<file path="src/rtl/set_scan_ctrl.sv">
// Sequencer for the SET candidate-counting engine: loads the circle buffer, walks a GRID x GRID
// lattice one point per cycle, accumulates mode-combined hit flags, then publishes and clears.
module set_scan_ctrl #(
  parameter int GRID    = 8,
  parameter int COORD_W = 4,
  parameter int CNT_W   = 7
) (
  input  logic               clk_i,
  input  logic               rst_i,
  input  logic               en_i,
  input  logic [1:0]         mode_i,
  input  logic               hit_a_i,
  input  logic               hit_b_i,
  input  logic               hit_c_i,
  output logic               buffer_en_o,
  output logic               clear_o,
  output logic [COORD_W-1:0] x_o,
  output logic [COORD_W-1:0] y_o,
  output logic               busy_o,
  output logic               valid_o,
  output logic [CNT_W-1:0]   candidate_o
);

  typedef enum logic [1:0] {
    IDLE = 2'd0,
    SCAN = 2'd1,
    DONE = 2'd2
  } state_t;

  localparam logic [COORD_W-1:0] GRID_C = COORD_W'(GRID);
  localparam logic [COORD_W-1:0] ONE_C  = COORD_W'(1);

  state_t      state;
  logic [1:0]  mode_r;
  logic [1:0]  hit_sum;
  logic        hit;

  // The buffer latches its inputs on the same edge that accepts the start.
  assign buffer_en_o = (state == IDLE) && en_i;

  assign hit_sum = {1'b0, hit_a_i} + {1'b0, hit_b_i} + {1'b0, hit_c_i};

  always_comb begin
    hit = 1'b0;
    case (mode_r)
      2'd0:    hit = hit_a_i;
      2'd1:    hit = hit_a_i & hit_b_i;
      2'd2:    hit = hit_a_i ^ hit_b_i;
      default: hit = (hit_sum == 2'd2);
    endcase
  end

  always_ff @(posedge clk_i or posedge rst_i) begin
    if (rst_i) begin
      state       <= IDLE;
      mode_r      <= 2'd0;
      x_o         <= '0;
      y_o         <= '0;
      busy_o      <= 1'b0;
      valid_o     <= 1'b0;
      clear_o     <= 1'b0;
      candidate_o <= '0;
    end else begin
      case (state)
        IDLE: begin
          valid_o <= 1'b0;
          clear_o <= 1'b0;
          busy_o  <= 1'b0;
          if (en_i) begin
            mode_r      <= mode_i;
            x_o         <= ONE_C;
            y_o         <= ONE_C;
            candidate_o <= '0;
            busy_o      <= 1'b1;
            state       <= SCAN;
          end
        end

        SCAN: begin
          // Count never exceeds GRID*GRID, which CNT_W is sized to hold.
          candidate_o <= candidate_o + CNT_W'(hit);
          if (x_o < GRID_C) begin
            x_o <= x_o + ONE_C;
          end else if (y_o < GRID_C) begin
            x_o <= ONE_C;
            y_o <= y_o + ONE_C;
          end else begin
            x_o     <= '0;
            y_o     <= '0;
            valid_o <= 1'b1;
            clear_o <= 1'b1;
            state   <= DONE;
          end
        end

        DONE: begin
          valid_o <= 1'b0;
          clear_o <= 1'b0;
          busy_o  <= 1'b0;
          state   <= IDLE;
        end

        default: begin
          valid_o <= 1'b0;
          clear_o <= 1'b0;
          busy_o  <= 1'b0;
          x_o     <= '0;
          y_o     <= '0;
          state   <= IDLE;
        end
      endcase
    end
  end

endmodule

</file>
<file path="config.mk">
export PLATFORM = sky130hd
export DESIGN_NAME = set_scan_ctrl
export DESIGN_NICKNAME = d
export VERILOG_FILES = /design/src/rtl/set_scan_ctrl.sv
export SDC_FILE = /design/constraint.sdc
export NUM_CORES = 1
export LEC_CHECK = 0
export CORE_MARGIN = 3
export CORE_UTILIZATION = 35
export DETAILED_ROUTE_END_ITERATION = 7
export GPL_TIMING_DRIVEN = 0
export HOLD_SLACK_MARGIN = 0.02
export PLACE_DENSITY = 0.63
export REMOVE_ABC_BUFFERS = 1
export SYNTH_ARGS = -nofsm -noshare
export SYNTH_HDL_FRONTEND = slang
export SYNTH_SLANG_ARGS = --single-unit
</file>
<file path="constraint.sdc">
create_clock -name clk_i -period 1.8 [get_ports clk_i]
set_input_delay 0.27 -clock clk_i [delete_from_list [all_inputs] [get_ports clk_i]]
set_output_delay 0.27 -clock clk_i [all_outputs]
set_load 0.02 [all_outputs]
</file>
=== Yosys cells after proc, flatten, opt, wreduce, memory -nomap -nowiden ===
Index checks and enable logic that the tools add are counted.

* Register bits: 21
* Bits of input ports: 8
* Output and inout bits: 19
* Word-level logic and storage cells: 54

* $add $sub $neg: 5
* Order comparisons: 2
* Equality and inequality tests: 8
* Mux-type cells: 19
* Bitwise logic cells: 3
* Reduce and logical (&&, ||, !) cells: 10

{| class="wikitable"
|+ Operators with widths
! kind !! number
|-
| $pmux W4 S3 || 2
|-
| $mux W4 || 4
|-
| $pmux W7 S2 || 1
|-
| $add A4 B1 Y4 const B || 2
|-
| $lt A4 B4 Y1 const B || 2
|-
| $reduce_and A2 Y1 || 4
|-
| $add A7 B1 Y7 || 1
|-
| $mux W7 || 1
|-
| $eq A2 B2 Y1 const B || 3
|-
| $mux W2 || 3
|-
| $ne A2 B2 Y1 const B || 3
|-
| $reduce_and A3 Y1 || 2
|-
| $mux W1 || 5
|-
| $eq A2 B1 Y1 const B || 2
|-
| $logic_not A2 Y1 || 2
|-
| $pmux W2 S2 || 1
|-
| $pmux W1 S3 || 1
|-
| $add A1 B1 Y2 || 1
|-
| $add A2 B1 Y2 || 1
|-
| $pmux W1 S2 || 1
|-
| $reduce_bool A2 Y1 || 1
|-
| $and A1 B1 Y1 || 1
|-
| $logic_and A1 B1 Y1 || 1
|-
| $not A1 Y1 || 1
|-
| $xor A1 B1 Y1 || 1
|}

=== Logic depth before layout (Yosys ltp) ===
Gate-level depths: netlist of the first run.

* Depth after elaboration: 6
* Gate-level depth with buffers: 9
* Gate-level depth less buffers: 9

=== Least setup slack after synthesis of the first run ===
Ideal clock, no wire load.

* Path kind: input to register
* Start: input hit_a_i
* End: register candidate_o[2]
* Setup time: 121 ps
* Data arrival time: 2,193 ps
* Data required time: 1,679 ps
* Path slack: -514 ps
* Stages on the path: 8
* Buffers on the path: 0
* Path through: inv_1 -> fa_1 -> nor2b_1 -> mux4_2 -> ha_1 -> ha_1 -> mux2_2 -> a22o_1

* Cells in the longest elaborated chain, start to end: 6
* Elaborated cells between the ends (all ways): 8
* Those cells by class: add/sub (3); eq/ne (1); mux (2); bitwise (2)

{| class="wikitable"
|+ RTL lines
! element !! line !! text
|-
| from (decl) || 12 || <nowiki>input logic hit_a_i,</nowiki>
|-
| $add A1 B1 Y2 || 41 || <nowiki>assign hit_sum = {1'b0, hit_a_i} + {1'b0, hit_b_i} + {1'b0, hit_c_i};</nowiki>
|-
| $add A2 B1 Y2 || 41 ||
|-
| $eq A2 B2 Y1 || 49 || <nowiki>default: hit = (hit_sum == 2'd2);</nowiki>
|-
| $pmux W1 S3 (*) || 45 || <nowiki>case (mode_r)</nowiki>
|-
| $add A7 B1 Y7 (*) || 81 || <nowiki>candidate_o <= candidate_o + CNT_W'(hit);</nowiki>
|-
| $pmux W7 S2 (*) || 64 || <nowiki>case (state)</nowiki>
|-
| to (signal assigned) || 81 ||
|-
| to (decl) || 21 || <nowiki>output logic [CNT_W-1:0] candidate_o</nowiki>
|}

Every way passes the cells marked *; elsewhere a longest branch is shown, timed or not.
A chain may end at the register's enable or synchronous reset.

=== Worst setup path after layout of the first run ===
Ends and elaborated chain as after synthesis.

==> flow_metrics.tcl, run 1 <==
set metrics [dict create \
    status "finished, violations left" \
    failed_checks "negative setup slack" \
    async_flop_share_pct 100 \
    hp-class "input pin to asynchronous set/reset pin" \
    powerDensity_nw_per_um2 892 \
    cpMaxStageDelayCell "mux4_2" \
    crit_top_cell "ha_4" \
    crit_chain "buf_8, inv_4, fa_1, nor2b_4, mux4_2, ha_4, ha_4, mux2_4, a22o_1" \
    fp-row-count 20 \
    cts_buffer_depth 2 \
    layout_common_cells "clkdlybuf4s50_1, dfrtp_1, nand2_1" \
    path_class "input pin to flop" \
    instances_no_fill 188 \
    final_layout_size_suffix_gt1_share_pct 27.8 \
    die_w_um 63.2 \
    cts.sinks 21 \
    synthFlopType "dfrtp_1" \
    slew_headroom_pct 33.2 \
    period_needed_ns 2.09 \
    core_sq_um 3080 \
    end_kind "flop" \
    critPathArrivalTime_ns 2.29 \
    avgSynthCellArea_sq_um 10.1 \
    gp_congestion 0.824 \
    setup_slack_ns -0.285 \
    synth-edff-count 0 \
    slew_viol_final 0 \
    clock-root-buffer "clkbuf_4" \
    critPathTopFamily "adder cells" \
    syn_inst 113 \
    drc 0 \
    yosys-top-cells-area "dfrtp_1, ha_1, nand2_1, nand3_1, a22o_1" \
    cp-start-kind "input pin" \
    io_buffers 26 \
    grt_util_all_layers_pct 13.3 \
    synth_top_area_cell "dfrtp_1" \
    htreeDepth 1 \
    syn-cell-area_sq_um 1140 \
    finish.utilization_pct 50.7 \
    max_freq_mhz 480 \
    drt_iter0_drc 20 \
    num_io_pins 27 \
    yosysTopAreaCellShare_pct 46.0 \
    power.leakage_nw 0.701 \
    dieArea_sq_um 3990 \
    tightest_slew_ns 1.00 \
    via_per_inst 5.10 \
    numCtsBuffers 3 \
    antenna_found_initial 0 \
    finalClockSkew_ns 0.00315 \
    grt_pass1_wl_um 4220 \
    grt_pass1_vias 898 \
    first_pass_iters 4 \
    fin_crit_sh_pct 116 \
    cts_hold_buf 0 \
    nNetsFinal 160 \
    hold_violations 0 \
    setup_viol 6 \
    routedWlPerCell_um 13.3 \
    cts_tree "yes" \
    crit_fanout 2 \
    layout_commonest_cell "clkdlybuf4s50_1" \
    place_hpwl_um 1700 \
    cap_violations 0 \
    crit_start "hit_a_i" \
    clk_pin_slew_ns 0.12 \
    ys_ff_latch 21 \
    die_height_um 63.2 \
    synth.distinct_cells 37 \
    overflow 0 \
    ys_seq_area_share_pct 46.0 \
    grt_max_degree 22 \
    max_stage_delay_ns 0.51 \
    dp.cells 177 \
    vdd_ir_drop_max_uv 484 \
    area_growth_pct 36.5 \
    crit_required_ns 2.00 \
    yosysWarnings 0 \
    rsz0062_at_grt "yes" \
    wirelength_um 2500 \
    r2r_start "mode_r[0]$_DFFE_PP0P_" \
    vias 958 \
    insertedDiodeCount 0 \
    clk_latency_ns 0.30 \
    critPathBufInv 2 \
    drt.antenna.violating_nets 0 \
    start_util_pct 37.2 \
]
## worst reg2reg max path, stage by stage, from the launching register on
cell and delay [ns]:
dfrtp_1 0.39, mux4_2 0.55, ha_4 0.19, ha_4 0.15, mux2_4 0.29, a22o_1 0.17
## where the power goes
group	internal (W)	total, W	switching [W]
Sequential	0.000538	0.000666	0.000128
Clock	0.0000829	0.000228	0.000145
Combinational	0.000282	0.000499	0.000218
Total	0.000903	0.00139	0.000491
## path summary, 6_finish.rpt
kind                                              end  slack [ns]  cells after the start
max                        candidate_o[2]$_DFFE_PP0P_       -0.29                      9
min                                busy_o$_DFFE_PP0N_        0.40                      2
max reg2reg                candidate_o[2]$_DFFE_PP0P_       -0.04                      5
min reg2reg                        busy_o$_DFFE_PP0N_        0.51                      2
max in group asynchronous          x_o[3]$_DFFE_PP0P_        0.84                      2
min in group clk_i              mode_r[0]$_DFFE_PP0P_        0.49                      3
## registers in the layout (all words and copies together) (netlist names)
register / count
state: 2
x_o: 4
candidate_o: 7
busy_o: 1
valid_o: 1
y_o: 4
mode_r: 2
## per-layer routing
layer,up-vias,track usage [%],share of wire (%)
li1,459,-,-
met1,482,17.1,45
met2,15,21.7,50
met3,2,3.92,3.8
met4,0,3.31,1.1
met5,-,0,0
## per-stage QoR
stage / hold slack [ns] / cell area, sq um / worst slack, ns / total power [W] / setup TNS (ns)
floorplan: 0.247 / 1110 / -0.514 / 0.000887 / -1.80
CTS: 0.436 / 1540 / -0.294 / 0.00138 / -0.835
detailed placement: 0.475 / 1420 / -1.13 / 0.00108 / -6.63
global route: 0.456 / 1560 / -0.305 / 0.00147 / -1.14
finish: 0.405 / 1560 / -0.285 / 0.00139 / -0.827
global placement: 0.468 / 1420 / -1.11 / 0.00107 / -6.40
## cells in the mapped netlist (2+ instances only)
master / number
o31ai_1: 2
mux2_2: 2
o211ai_2: 2
nand2_1: 17
dfrtp_1: 21
buf_2: 3
ha_1: 6
a21oi_1: 3
o21ai_0: 3
nor2b_1: 2
inv_1: 6
a22o_1: 4
nand3_1: 8
nor2_1: 8
o21ai_1: 4
## final cells by class
type	count	area (sq um)
Fill cell	295	1520
Multi-Input combinational cell	79	612
Sequential cell	21	529
Timing Repair Buffer	33	309
Tap cell	44	55.1
Inverter	7	28.8
Clock buffer	3	22.5
Clock inverter	1	5.00
## kinds of logic after synthesis
logic type	Yosys count	synth area share, %
and+or+nand+nor	45	20.8
AOI/OAI and AO/OA	23	14.7
DFF	21	46.0
buffers and inverters	13	5.58
adders and majority gates	7	8.31
muxes	3	3.94
xor gates and xnor gates	1	0.766
## what timing repair did
action,4_1_cts,5_1_grt
resized for setup,29,8
setup endpoints to repair,9,10
setup buffers,7,0
hold endpoints to repair,0,0
pin swaps,7,4
(Power assumes the default switching activity.)
==> run 2, diff against run 1 <==
==> constraint.sdc (replaced) <==
create_clock -name clk_i -period 1.9 [get_ports clk_i]
set_input_delay 0.285 -clock clk_i [delete_from_list [all_inputs] [get_ports clk_i]]
set_output_delay 0.285 -clock clk_i [all_outputs]
set_load 0.02 [all_outputs]
==> run 2 against run 1 <==
  * Sequential cell count is the same
  * Clock skew is essentially flat
  * Design area down 0.56%
  * Critical endpoint unchanged
  * The flow still finishes with violations (negative setup slack)
  * Hold slack better by 0.0088 ns
  * Non-clock buffer count is 1 lower
  * Clock power down 5%
==> flow_metrics.tcl, run 2 (same netlist as run 1, synthesis figures left out) <==
set metrics [dict create \
    status "finished, violations left" \
    failed_checks "negative setup slack" \
    largest_register_ffs 7 \
    max_stage_delay_ns 0.51 \
    clk_latency_ns 0.30 \
    slew_viol_final 0 \
    fill_cells 290 \
    hp-class "input pin to asynchronous set/reset pin" \
    start_util_pct 37.2 \
    top_register "candidate_o" \
    place_hpwl_um 1700 \
    gp_congestion 0.824 \
    grt_max_degree 22 \
    hold_ws_ns 0.414 \
    critPathArrivalTime_ns 2.31 \
    numCtsBuffers 3 \
    layout_commonest_cell "clkdlybuf4s50_1" \
    fin_crit_sh_pct 111 \
    die_w_um 63.2 \
    powerDensity_nw_per_um2 847 \
    core_sq_um 3080 \
    routedWlPerCell_um 13.0 \
    setup_viol 3 \
    insertedDiodeCount 0 \
    wirelength_um 2430 \
    num_io_pins 27 \
    finalSetupTns_ns -0.404 \
    drt.antenna.violating_nets 0 \
    crit_top_cell "ha_4" \
    die_height_um 63.2 \
    tightest_slew_ns 0.925 \
    cts_buffer_depth 2 \
    largest_registers "candidate_o (7), x_o (4), y_o (4)" \
    cpMaxStageDelayCell "mux4_2" \
    grt_pass1_vias 885 \
    layout_common_cells "clkdlybuf4s50_1, dfrtp_1, nand2_1" \
    fp-row-count 20 \
    nNetsFinal 159 \
    power.leakage_nw 0.696 \
    critPathTopFamily "adder cells" \
    max_freq_mhz 476 \
    grt_pass1_wl_um 4150 \
    rsz0062_at_grt "yes" \
    end_kind "flop" \
    path_class "input pin to flop" \
    critPathBufInv 2 \
    hold_violations 0 \
    cts_tree "yes" \
    htreeDepth 1 \
    slew_headroom_pct 38.2 \
    crit_cells 9 \
    dp_slack_ns -1.04 \
    reg2regPathDepth 5 \
    cp-start-kind "input pin" \
    cap_violations 0 \
    first_pass_iters 6 \
    setup_slack_ns -0.200 \
    multiInputGateArea_sq_um 612 \
    clock-root-buffer "clkbuf_4" \
    dieArea_sq_um 3990 \
    vdd_ir_drop_max_uv 456 \
    final_layout_size_suffix_gt1_share_pct 26.6 \
    drt_iter0_drc 36 \
    grt_util_all_layers_pct 13.0 \
    io_buffers 26 \
    area_growth_pct 35.8 \
    overflow 0 \
    crit_fanout 2 \
    clk_pin_slew_ns 0.12 \
    crit_required_ns 2.11 \
    ff_latch_area_sq_um 528 \
    finalClockSkew_ns 0.00335 \
    cts_hold_buf 0 \
    cts.sinks 21 \
    period_needed_ns 2.10 \
    drc 0 \
    design_area_sq_um 1550 \
    antenna_found_initial 0 \
    crit_chain "buf_8, inv_4, fa_1, nor2b_4, mux4_2, ha_4, ha_4, mux2_4, a22o_1" \
    via_per_inst 5.09 \
    vias 951 \
    place_area_sq_um 1420 \
]
[run 2: final cells by class]
cell class              count  area share (%)
multi-input cells          79            39.4
flip-flops and latches     21            34.0
repair buffers             32            19.4
well taps                  44            3.55
inverters                   7            1.85
clock buffers               3            1.45
clock inverters             1           0.322
[run 2: where the power goes]
part | internal [W] | leakage (nW) | switching, W | total, W
clock | 0.0000785 | 0.0177 | 0.000138 | 0.000216
sequential | 0.000510 | 0.259 | 0.000120 | 0.000630
combinational | 0.000266 | 0.419 | 0.000203 | 0.000470
[run 2: worst reg2reg max path: cells and delay by family, from the launching register on]
family                     cells  cell delay [ns]
muxes                          2             0.84
AOI/OAI and AO/OA              1             0.17
DFF                            1             0.39
adders and majority gates      2             0.34
[run 2: final timing paths]
check                                             endpoint  slack (ns)                  start
worst max-delay path            candidate_o[2]$_DFFE_PP0P_       -0.20                hit_a_i
worst min-delay path                    busy_o$_DFFE_PP0N_        0.41                  rst_i
worst max register to register  candidate_o[2]$_DFFE_PP0P_        0.06  mode_r[0]$_DFFE_PP0P_
worst min register to register          busy_o$_DFFE_PP0N_        0.50     busy_o$_DFFE_PP0N_
max in group asynchronous             state[1]$_DFFE_PP0P_        0.94                  rst_i
min in group clk_i                      busy_o$_DFFE_PP0N_        0.50     busy_o$_DFFE_PP0N_
[run 2: timing repair]
item / 4_1_cts / 5_1_grt
setup buffers: 6 / 0
resized for setup: 27 / 8
pin swaps: 6 / 3
setup endpoints to repair: 8 / 7
[run 2: through the flow]
| stage | power [W] | instances | util [%] |
|---|---|---|---|
| 4_1_cts | 0.00130 | 187 | 49.7 |
| 3_5_place_dp | 0.00103 | 177 | 46.2 |
| 2_1_floorplan | 0.000840 | 107 | - |
| 3_3_place_gp | 0.00101 | 177 | 46.2 |
| 5_1_grt | 0.00140 | 187 | 50.4 |
| 6_report | 0.00132 | 187 | 50.4 |
[run 2: layer usage]
metal	GRT usage (%)	wire, um
met2	20.9	1210
met3	3.92	121
met4	3.31	30
met5	0	0
met1	17.1	1070
